===== src/rtl/fetch_stage.sv =====
// -----------------------------------------------------------------------------
// fetch_stage
//
// Instruction-fetch stage. Holds the program counter, issues icache reads and
// hands each fetched word plus its PC+4 to the IF/ID latch through that latch's
// enable/flush strobes. Handles branch/jump redirects, hazard stalls, icache
// misses and halt.
//
// Parameters:
//   PC_INIT       PC value loaded on reset
//
// Ports:
//   CLK           clock, all state updates on posedge
//   nRST          asynchronous active-low reset
//   ihit          icache returns valid imemload for imemaddr this cycle
//   imemload      instruction word from icache
//   imemREN       icache read request
//   imemaddr      icache read address (always the current pc)
//   stall         hazard unit: hold IF/ID contents
//   redirect      taken branch/jump resolved downstream
//   redirect_pc   redirect target (low two bits ignored)
//   halt          halt instruction reached a later stage
//   imemload_out  instruction to IF/ID (zero when no hit)
//   npc_out       pc+4 to IF/ID
//   ifid_enable   IF/ID update strobe
//   ifid_flush    IF/ID flush strobe
//   halted        fetch permanently stopped (until reset)
//
// Optional build macro:
//   FETCH_PERF_EN adds fetch_count and miss_cycles saturating counters.
// -----------------------------------------------------------------------------
module fetch_stage #(
  parameter logic [31:0] PC_INIT = 32'h0000_0000
) (
  input  logic        CLK,
  input  logic        nRST,
  input  logic        ihit,
  input  logic [31:0] imemload,
  output logic        imemREN,
  output logic [31:0] imemaddr,
  input  logic        stall,
  input  logic        redirect,
  input  logic [31:0] redirect_pc,
  input  logic        halt,
  output logic [31:0] imemload_out,
  output logic [31:0] npc_out,
  output logic        ifid_enable,
  output logic        ifid_flush,
  output logic        halted
`ifdef FETCH_PERF_EN
  ,
  output logic [31:0] fetch_count,
  output logic [31:0] miss_cycles
`endif
);

  // StKill: a redirect arrived while a miss was in flight; wait for that
  // stale hit, drop its word, then resume fetching at r_target.
  typedef enum logic [1:0] {StRun, StKill, StHalt} state_t;

  state_t      r_state;
  logic [31:0] r_pc;
  logic [31:0] r_target;
  logic        r_halted;

  logic [31:0] w_redirect_pc;
  logic [31:0] w_npc;

  assign w_redirect_pc = {redirect_pc[31:2], 2'b00};
  assign w_npc         = r_pc + 32'd4;

  always_comb begin
    imemaddr     = r_pc;
    npc_out      = w_npc;
    imemREN      = !r_halted;
    halted       = r_halted;
    imemload_out = ihit ? imemload : 32'h0;
    // halt outranks redirect, so a same-cycle redirect does not flush.
    ifid_flush   = (r_state != StHalt) && !halt && redirect;
    ifid_enable  = (r_state == StRun) && !halt && !redirect && !stall && ihit;
  end

  always_ff @(posedge CLK or negedge nRST) begin
    if (!nRST) begin
      r_state  <= StRun;
      r_pc     <= PC_INIT;
      r_target <= 32'h0;
      r_halted <= 1'b0;
    end else begin
      case (r_state)
        StRun: begin
          if (halt) begin
            r_state  <= StHalt;
            r_halted <= 1'b1;
          end else if (redirect) begin
            if (ihit) begin
              r_pc <= w_redirect_pc;
            end else begin
              r_target <= w_redirect_pc;
              r_state  <= StKill;
            end
          end else if (!stall && ihit) begin
            r_pc <= w_npc;
          end
        end
        StKill: begin
          if (halt) begin
            r_state  <= StHalt;
            r_halted <= 1'b1;
          end else begin
            if (redirect) begin
              r_target <= w_redirect_pc;
            end
            if (ihit) begin
              // A redirect in the same cycle as the stale hit is the newest target.
              r_pc    <= redirect ? w_redirect_pc : r_target;
              r_state <= StRun;
            end
          end
        end
        StHalt: begin
          r_halted <= 1'b1;
        end
        default: begin
          r_state <= StRun;
        end
      endcase
    end
  end

`ifdef FETCH_PERF_EN
  logic [31:0] r_fetch_count;
  logic [31:0] r_miss_cycles;
  logic        w_miss;

  assign w_miss      = imemREN && !ihit;
  assign fetch_count = r_fetch_count;
  assign miss_cycles = r_miss_cycles;

  always_ff @(posedge CLK or negedge nRST) begin
    if (!nRST) begin
      r_fetch_count <= 32'h0;
      r_miss_cycles <= 32'h0;
    end else if (r_state != StHalt) begin
      if (ifid_enable && (r_fetch_count != 32'hFFFF_FFFF)) begin
        r_fetch_count <= r_fetch_count + 32'd1;
      end
      if (w_miss && (r_miss_cycles != 32'hFFFF_FFFF)) begin
        r_miss_cycles <= r_miss_cycles + 32'd1;
      end
    end
  end
`endif

endmodule


===== config.mk =====
export PLATFORM = sky130hd
export DESIGN_NAME = fetch_stage
export DESIGN_NICKNAME = d
export VERILOG_FILES = /design/src/rtl/fetch_stage.sv
export SDC_FILE = /design/constraint.sdc
export NUM_CORES = 1
export LEC_CHECK = 0
export CORE_MARGIN = 5
export CORE_UTILIZATION = 47
export CTS_BUF_LIST = sky130_fd_sc_hd__clkbuf_16
export CTS_CLUSTER_SIZE = 8
export DETAILED_ROUTE_END_ITERATION = 8
export GPL_TIMING_DRIVEN = 0
export PLACE_DENSITY = 0.86
export SLEW_MARGIN = 25
export SYNTH_ARGS = -nofsm -noshare
export SYNTH_HDL_FRONTEND = slang
export SYNTH_SLANG_ARGS = --single-unit

===== constraint.sdc =====
create_clock -name CLK -period 5.74 [get_ports CLK]
set_input_delay 0.861 -clock CLK [delete_from_list [all_inputs] [get_ports CLK]]
set_output_delay 0.861 -clock CLK [all_outputs]
set_load 0.01 [all_outputs]

Word-level counts from Yosys, hierarchy flattened. Index checks and enable logic that the tools add are counted. Widths: inputs -> output; s select.

$add $sub $neg: 1. Bitwise gates (word level): 1. Reduce and logical (&&, ||, !) cells: 19. Eq/ne operators: 14. Mux-type cells: 22.

Operator list (count): $mux 32 (12); $pmux 32 s2 (2); $add 32x3->32 const B (1); $ne 2x2->1 const B (6); $ne 3x3->1 const B (4); $mux 2 (5); $logic_and 1x1->1 (7); $pmux 2 s3 (1); $reduce_and 6->1 (1); $reduce_and 5->1 (1); $logic_not 1->1 (4); $reduce_and 4->1 (1); $reduce_bool 2->1 (2); $ne 3x2->1 const B (1); $eq 2x1->1 const B (1); $eq 2x2->1 const B (1); $logic_not 2->1 (1); $ne 2x1->1 const B (1); $pmux 1 s2 (1); $reduce_and 2->1 (1); $reduce_or 2->1 (1); $mux 1 (1); $not 1->1 (1).

Register bits after elaboration: 67. Output and inout port bits: 100. Logic and storage cells: 61. Bits of input ports: 70.

Longest topological paths before layout. Gate-level depths: netlist of the first run.

Depth in word-level cells: 6. Gate-level depth with buffers: 7. Mapped depth without buffers: 6.

Least setup slack after synthesis of the first run. OpenSTA, ideal clock, no wires.

Path kind: input to output. Start: input port halt. End: output port ifid_enable. Arrival: 1885 ps. Buffers on the path: 0. Required time: 4879 ps. Slack: 2994 ps. Stages: 3. Cells stage by stage: or3b_1 or4_1 inv_1.

Longest elaborated chain between the ends: 5.

RTL lines: from (decl) (RTL line 44) `input logic halt,`; $logic_not 1->1 (RTL line 80) `ifid_enable = (r_state == StRun) && !halt && !redirect && !stall && ihit;`; $logic_and 1x1->1 (4 in a row) (RTL line 80); to (decl) (RTL line 47) `output logic ifid_enable,`.

No other way between the ends.

Worst setup path in the final report of the first run.
Start: input port ihit. End: output port ifid_enable.

Longest elaborated chain between the ends: 1.

RTL lines: from (decl) (RTL line 37) `input logic ihit,`; $logic_and 1x1->1 (RTL line 80).

No other way between the ends.

==> out/results.ini, run 1 <==
[sta]
finalCritPeriodShare_pct = 71.0
fin_setup_tns_ns = 0
timing.fmax_ghz = 0.245
finalHoldViolCount = 0
slew_headroom_pct = 50.5
fin_crit_ns = 4.07
fin_skew_ns = 0.00569
tightest_slew_ns = 0.736
drv_slew = 0
rsz0062_at_grt = false
setup_viol = 0

[setup_path]
reg2reg_to = imemaddr[16]$_DFFE_PN0P_
required_ns = 4.88
worstPathCellList = clkdlybuf4s50_1 -> or3b_1 -> or4_1 -> inv_1 -> clkdlybuf4s50_1
r2r_cells = 5
rrSetupSlack_ns = 3.30
reg2reg_from = r_state[0]$_DFFE_PN0P_
arrival_ns = 3.21
critPathLaunchType = input port
crit_top_cell = clkdlybuf4s50_1
cp_slowest_cell = clkdlybuf4s50_1
max_stage_delay_ns = 0.64
end_kind = output pin
crit_type = in -> out
critPathMaxFanout = 9

[clock_network]
postCtsSetupBuffers = 0
path_clk_slew_ns = 0.05
cts_tree = built
clock-sinks = 67
clock_path_buffers = 2
cts_resized = 0
clock_latency_ns = 0.33
h-tree-depth = 3
cts.hold.buffers_added = 0
cts_buffers = 9
cts_root_buffer = clkbuf_16

[placed_design]
hpwl_mm = 11.1
portBuffers = 166
place_inst = 732
place.gp.congestion = 0.904

[layout]
regArea_um2 = 1680
diodes = 0
fill_cells = 626
syn2layout_area_growth_pct = 51.9
drive_gt1_share_pct = 9.70
most-common-layout-cells = clkdlybuf4s50_1, dfrtp_1, nand2_1, and2_1, nor2_1
fin_cells = 747
multi_input_area_um2 = 2310
finalNetCount = 706
mostFrequentLayoutCell = clkdlybuf4s50_1

[global_routing]
antenna_found_initial = 0
grt_pass1_wl_mm = 24.3
grt_pass1_vias = 4488
grt_max_degree = 48
grt_overflow_total = 0
grt_usage_pct = 27.5

[pwr]
combPwrFrac_pct = 20.6
max-vdd-ir-drop_uv = 146
swShare_pct = 26.0
cellLeakagePower_uw = 0.00269
power_density_nw_per_um2 = 237
p_int_uw = 1110
clockPowerShare_pct = 42.4
p_seq_share_pct = 37.0
p_switching_uw = 390

[routing]
num_vias = 4462
wl_per_cell_um = 20.6
drtIter0Drc = 438
ant_nets = 0
vias_per_cell = 5.97
wirelength_mm = 15.4
drc = 0
dr.pass1.iters = 5

[synthesis]
ys_ff_latch = 67
yosysWarnings = 0
synth_cell_types = 48
syn_inst = 457
async_reset_ff_share_pct = 100
synth_area_um2 = 4170
synth_edf_count = 0
syn_area_per_cell_um2 = 9.12
synth_nets = 528
synth_flop_cell = dfrtp_1
seq_area_frac_synth_pct = 40.2

[hold_path]
worstHoldPathType = in -> async

[floorplan]
row_count = 34
fp.dieW_um = 104
die_y_um = 104
dieArea_um2 = 10900
core_area_um2 = 8680
ioPinCount = 170
floorplan.initialDensity_pct = 48.0

[status]
status = complete, no violations

[flow_run]
maxCapViolations = 0

state kept, by name, indices dropped and copies added (netlist names):
name      cells
imemaddr     32
r_state       2
r_target     32
halted        1
metrics by stage:
| step | power [uW] | hold WS, ns | cell area [um2] | util, % | worst slack (ns) |
|---|---|---|---|---|---|
| 6_report | 1500 | 0.420 | 6330 | 72.9 | 1.67 |
| 5_1_grt | 1540 | 0.436 | 6330 | 72.9 | 1.59 |
| 4_1_cts | 1490 | 0.430 | 6330 | 72.9 | 1.70 |
| 3_5_place_dp | 862 | 0.485 | 5990 | 69.0 | 1.70 |
| 3_3_place_gp | 851 | 0.476 | 5960 | 68.7 | 1.55 |
| 2_1_floorplan | 671 | 0.453 | 4170 | - | 2.99 |
layer usage:
metal | share of wire, % | global-route usage (%) | wire length, um | up-vias
met5 | 0 | 0 | 0 | -
met4 | 3.1 | 10.2 | 484 | 0
met3 | 8.8 | 7.39 | 1360 | 49
met2 | 49 | 44.3 | 7500 | 288
met1 | 39 | 35.3 | 6050 | 2137
li1 | - | - | - | 1988
cells by family after synthesis:
logic type               Yosys count  share of synthesized area [%]
buffers and inverters             46                           4.38
multiplexers                      32                           8.59
flip-flops                        67                           40.2
adder cells (fa/ha/maj)            1                          0.300
AND/OR/NAND/NOR                  178                           24.0
AO/OA/AOI/OAI                    105                           16.6
XOR/XNOR                          28                           5.88
worst max path at each step:
stage | start | endpoint | slack [ns]
4_1_cts | ihit | ifid_enable | 1.70
3_3_place_gp | nRST | halted$_DFFE_PN0P_ | 1.55
3_5_place_dp | ihit | ifid_enable | 1.70
6_report | ihit | ifid_enable | 1.67
2_1_floorplan | halt | ifid_enable | 2.99
5_1_grt | ihit | ifid_enable | 1.59
power groups by stage:
stage / registers (uW) / logic, uW / clock network, uW
3_5_place_dp: 558 / 303 / 0
4_1_cts: 552 / 307 / 631
2_1_floorplan: 557 / 114 / 0
6_report: 554 / 308 / 636
3_3_place_gp: 556 / 295 / 0
5_1_grt: 558 / 329 / 656
cell usage after synthesis (all sizes together), types with 11 or more instances:
master | number | area [um2]
o21ai | 30 | 150
xnor2 | 14 | 123
dfrtp | 67 | 1680
xor2 | 14 | 123
nor2 | 33 | 124
nor3 | 11 | 81.3
a21oi | 20 | 100
and3 | 15 | 93.8
nand4 | 11 | 98.8
nand3 | 15 | 75.1
clkbuf | 25 | 93.8
nand2 | 40 | 150
mux2 | 30 | 338
inv | 12 | 45.0
and2 | 36 | 225
area by class of cell:
class	count	share of cell area, %
Inverter	12	0.712
Tap cell	108	2.13
Multi-Input combinational cell	344	36.5
Timing Repair Buffer	167	26.6
Clock inverter	6	1.82
Buffer	34	2.17
Clock buffer	9	3.56
Sequential cell	67	26.5
worst max-delay path, delay by kind of cell:
| kind | cells | cell delay, ns |
|---|---|---|
| and+or+nand+nor | 2 | 1.07 |
| buffers and inverters | 3 | 1.28 |
Power figures use the tool's default switching activity.
==> inputs of run 2 (changes only) <==
--- a/config.mk
+++ b/config.mk
@@ -6,12 +6,12 @@
 export NUM_CORES = 1
 export LEC_CHECK = 0
 export CORE_MARGIN = 5
-export CORE_UTILIZATION = 47
+export CORE_UTILIZATION = 44
 export CTS_BUF_LIST = sky130_fd_sc_hd__clkbuf_16
 export CTS_CLUSTER_SIZE = 8
 export DETAILED_ROUTE_END_ITERATION = 8
 export GPL_TIMING_DRIVEN = 0
-export PLACE_DENSITY = 0.86
+export PLACE_DENSITY = 0.82
 export SLEW_MARGIN = 25
 export SYNTH_ARGS = -nofsm -noshare
 export SYNTH_HDL_FRONTEND = slang
==> constraint.sdc (replaced) <==
create_clock -name CLK -period 4.1 [get_ports CLK]
set_input_delay 0.615 -clock CLK [delete_from_list [all_inputs] [get_ports CLK]]
set_output_delay 0.615 -clock CLK [all_outputs]
set_load 0.01 [all_outputs]
==> run 2 against run 1 <==
Combinational power rose by 39%. Clock power rose by 38%. Cell count rose by 2.9%. Cell area rose by 0.32%. Critical path depth did not move. Worst setup slack got worse by 1.2 ns. Clock skew rose by 0.0025 ns. Sequential power rose by 40%. Non-clock buffer count did not move. Register-to-register slack got worse by 1.5 ns. Wire length fell by 2.3%. Die area rose by 6.2%. Critical path type unchanged.
==> out/results.ini, run 2 (synthesized netlist as in run 1, its figures left out) <==
[status]
status = complete, no violations

[setup_path]
required_ns = 3.48
reg2reg_from = r_state[0]$_DFFE_PN0P_
r2r_cells = 5
critPathMaxFanout = 9
arrival_ns = 3.01
rrSetupSlack_ns = 1.80
crit_type = in -> out
end_kind = output pin
critPathLaunchType = input port
reg2reg_to = imemaddr[2]$_DFFE_PN0P_

[sta]
slew_headroom_pct = 53.1
finalHoldViolCount = 0
timing.fmax_ghz = 0.276
fin_setup_tns_ns = 0
setup_viol = 0
finalCritPeriodShare_pct = 88.4
fin_skew_ns = 0.00818
tightest_slew_ns = 0.704
fin_crit_ns = 3.63
drv_slew = 0
rsz0062_at_grt = false

[floorplan]
fp.dieW_um = 107
dieArea_um2 = 11500
ioPinCount = 170
floorplan.initialDensity_pct = 45.1
die_y_um = 107
row_count = 35
core_area_um2 = 9240

[clock_network]
path_clk_slew_ns = 0.06
clock_latency_ns = 0.33
cts_resized = 0
cts_root_buffer = clkbuf_16
cts_buffers = 9
postCtsSetupBuffers = 0
h-tree-depth = 3
clock-sinks = 67
clock_path_buffers = 2
cts.hold.buffers_added = 0
cts_tree = built

[layout]
syn2layout_area_growth_pct = 52.4
finalNetCount = 706
diodes = 0
fin_cells = 769
fill_cells = 703
drive_gt1_share_pct = 9.38
mostFrequentLayoutCell = clkdlybuf4s50_1
most-common-layout-cells = clkdlybuf4s50_1, dfrtp_1, nand2_1, and2_1, nor2_1

[global_routing]
grt_usage_pct = 26.3
use_met2_pct = 45.2
grt_overflow_total = 0
grt_max_degree = 51
use_met1_pct = 29.8
grt_pass1_wl_mm = 23.8
use_met3_pct = 8.28
grt-busiest-layer = met2
antenna_found_initial = 0
grt_pass1_vias = 4691

[routing]
ant_nets = 0
vias_per_cell = 5.88
wirelength_mm = 15.0
drtIter0Drc = 338
num_vias = 4519
wl_per_cell_um = 19.6
drc = 0
dr.pass1.iters = 5

[pwr]
swShare_pct = 25.8
p_int_uw = 1550
cellLeakagePower_uw = 0.00269
clockPowerShare_pct = 42.1
p_switching_uw = 536
p_seq_share_pct = 37.3
combPwrFrac_pct = 20.6
power_density_nw_per_um2 = 328
max-vdd-ir-drop_uv = 170

[hold_path]
worstHoldPathType = in -> async

[placed_design]
hpwl_mm = 11.2
place_inst = 753
place.gp.congestion = 0.936
portBuffers = 166

[flow_run]
maxCapViolations = 0

-- run 2: power groups by stage --
stage,registers [uW],clock network [uW],logic (uW)
5_1_grt,782,905,462
6_report,776,877,429
3_5_place_dp,785,0,428
3_3_place_gp,781,0,416
2_1_floorplan,780,0,160
4_1_cts,774,878,432
-- run 2: layout make-up --
type	instances	area (um2)	area share, %
multi-input cells	344	2310	36.4
repair buffers	167	1690	26.6
flip-flops and latches	67	1680	26.4
clock buffers	9	225	3.55
well taps	129	161	2.54
plain buffers	34	138	2.17
clock inverters	7	109	1.71
inverters	12	45.0	0.709
-- run 2: worst max path at each step --
stage,slack (ns),endpoint,cells after the start,from
after floorplan,1.67,npc_out[22],6,imemaddr[2]$_DFFE_PN0P_
after global placement,0.22,r_target[12]$_DFFE_PN0P_,1,nRST
after detailed placement,0.48,ifid_enable,5,ihit
after CTS,0.48,ifid_enable,5,ihit
after global routing,0.39,ifid_enable,5,ihit
final,0.47,ifid_enable,5,ihit
-- run 2: worst max-delay path, stage by stage --
cell	delay, ns
clkdlybuf4s50_1	0.66
or3b_1	0.47
or4_1	0.60
inv_1	0.11
clkdlybuf4s50_1	0.54
-- run 2: metrics by stage --
step	power, uW	cell area, um2	utilization, %	hold WS (ns)	setup WS, ns
detailed placement	1210	6020	65.1	0.478	0.480
finish	2080	6350	68.7	0.156	0.474
global placement	1200	5990	64.8	0.475	0.221
floorplan	939	4170	-	0.319	1.67
CTS	2080	6350	68.7	0.159	0.480
global route	2150	6350	68.7	0.173	0.387
-- run 2: metal layers --
layer | routed length, um | share of wire [%]
met1 | 5330 | 35
met4 | 568 | 3.8
met2 | 7400 | 49
met3 | 1750 | 12
met5 | 0 | 0
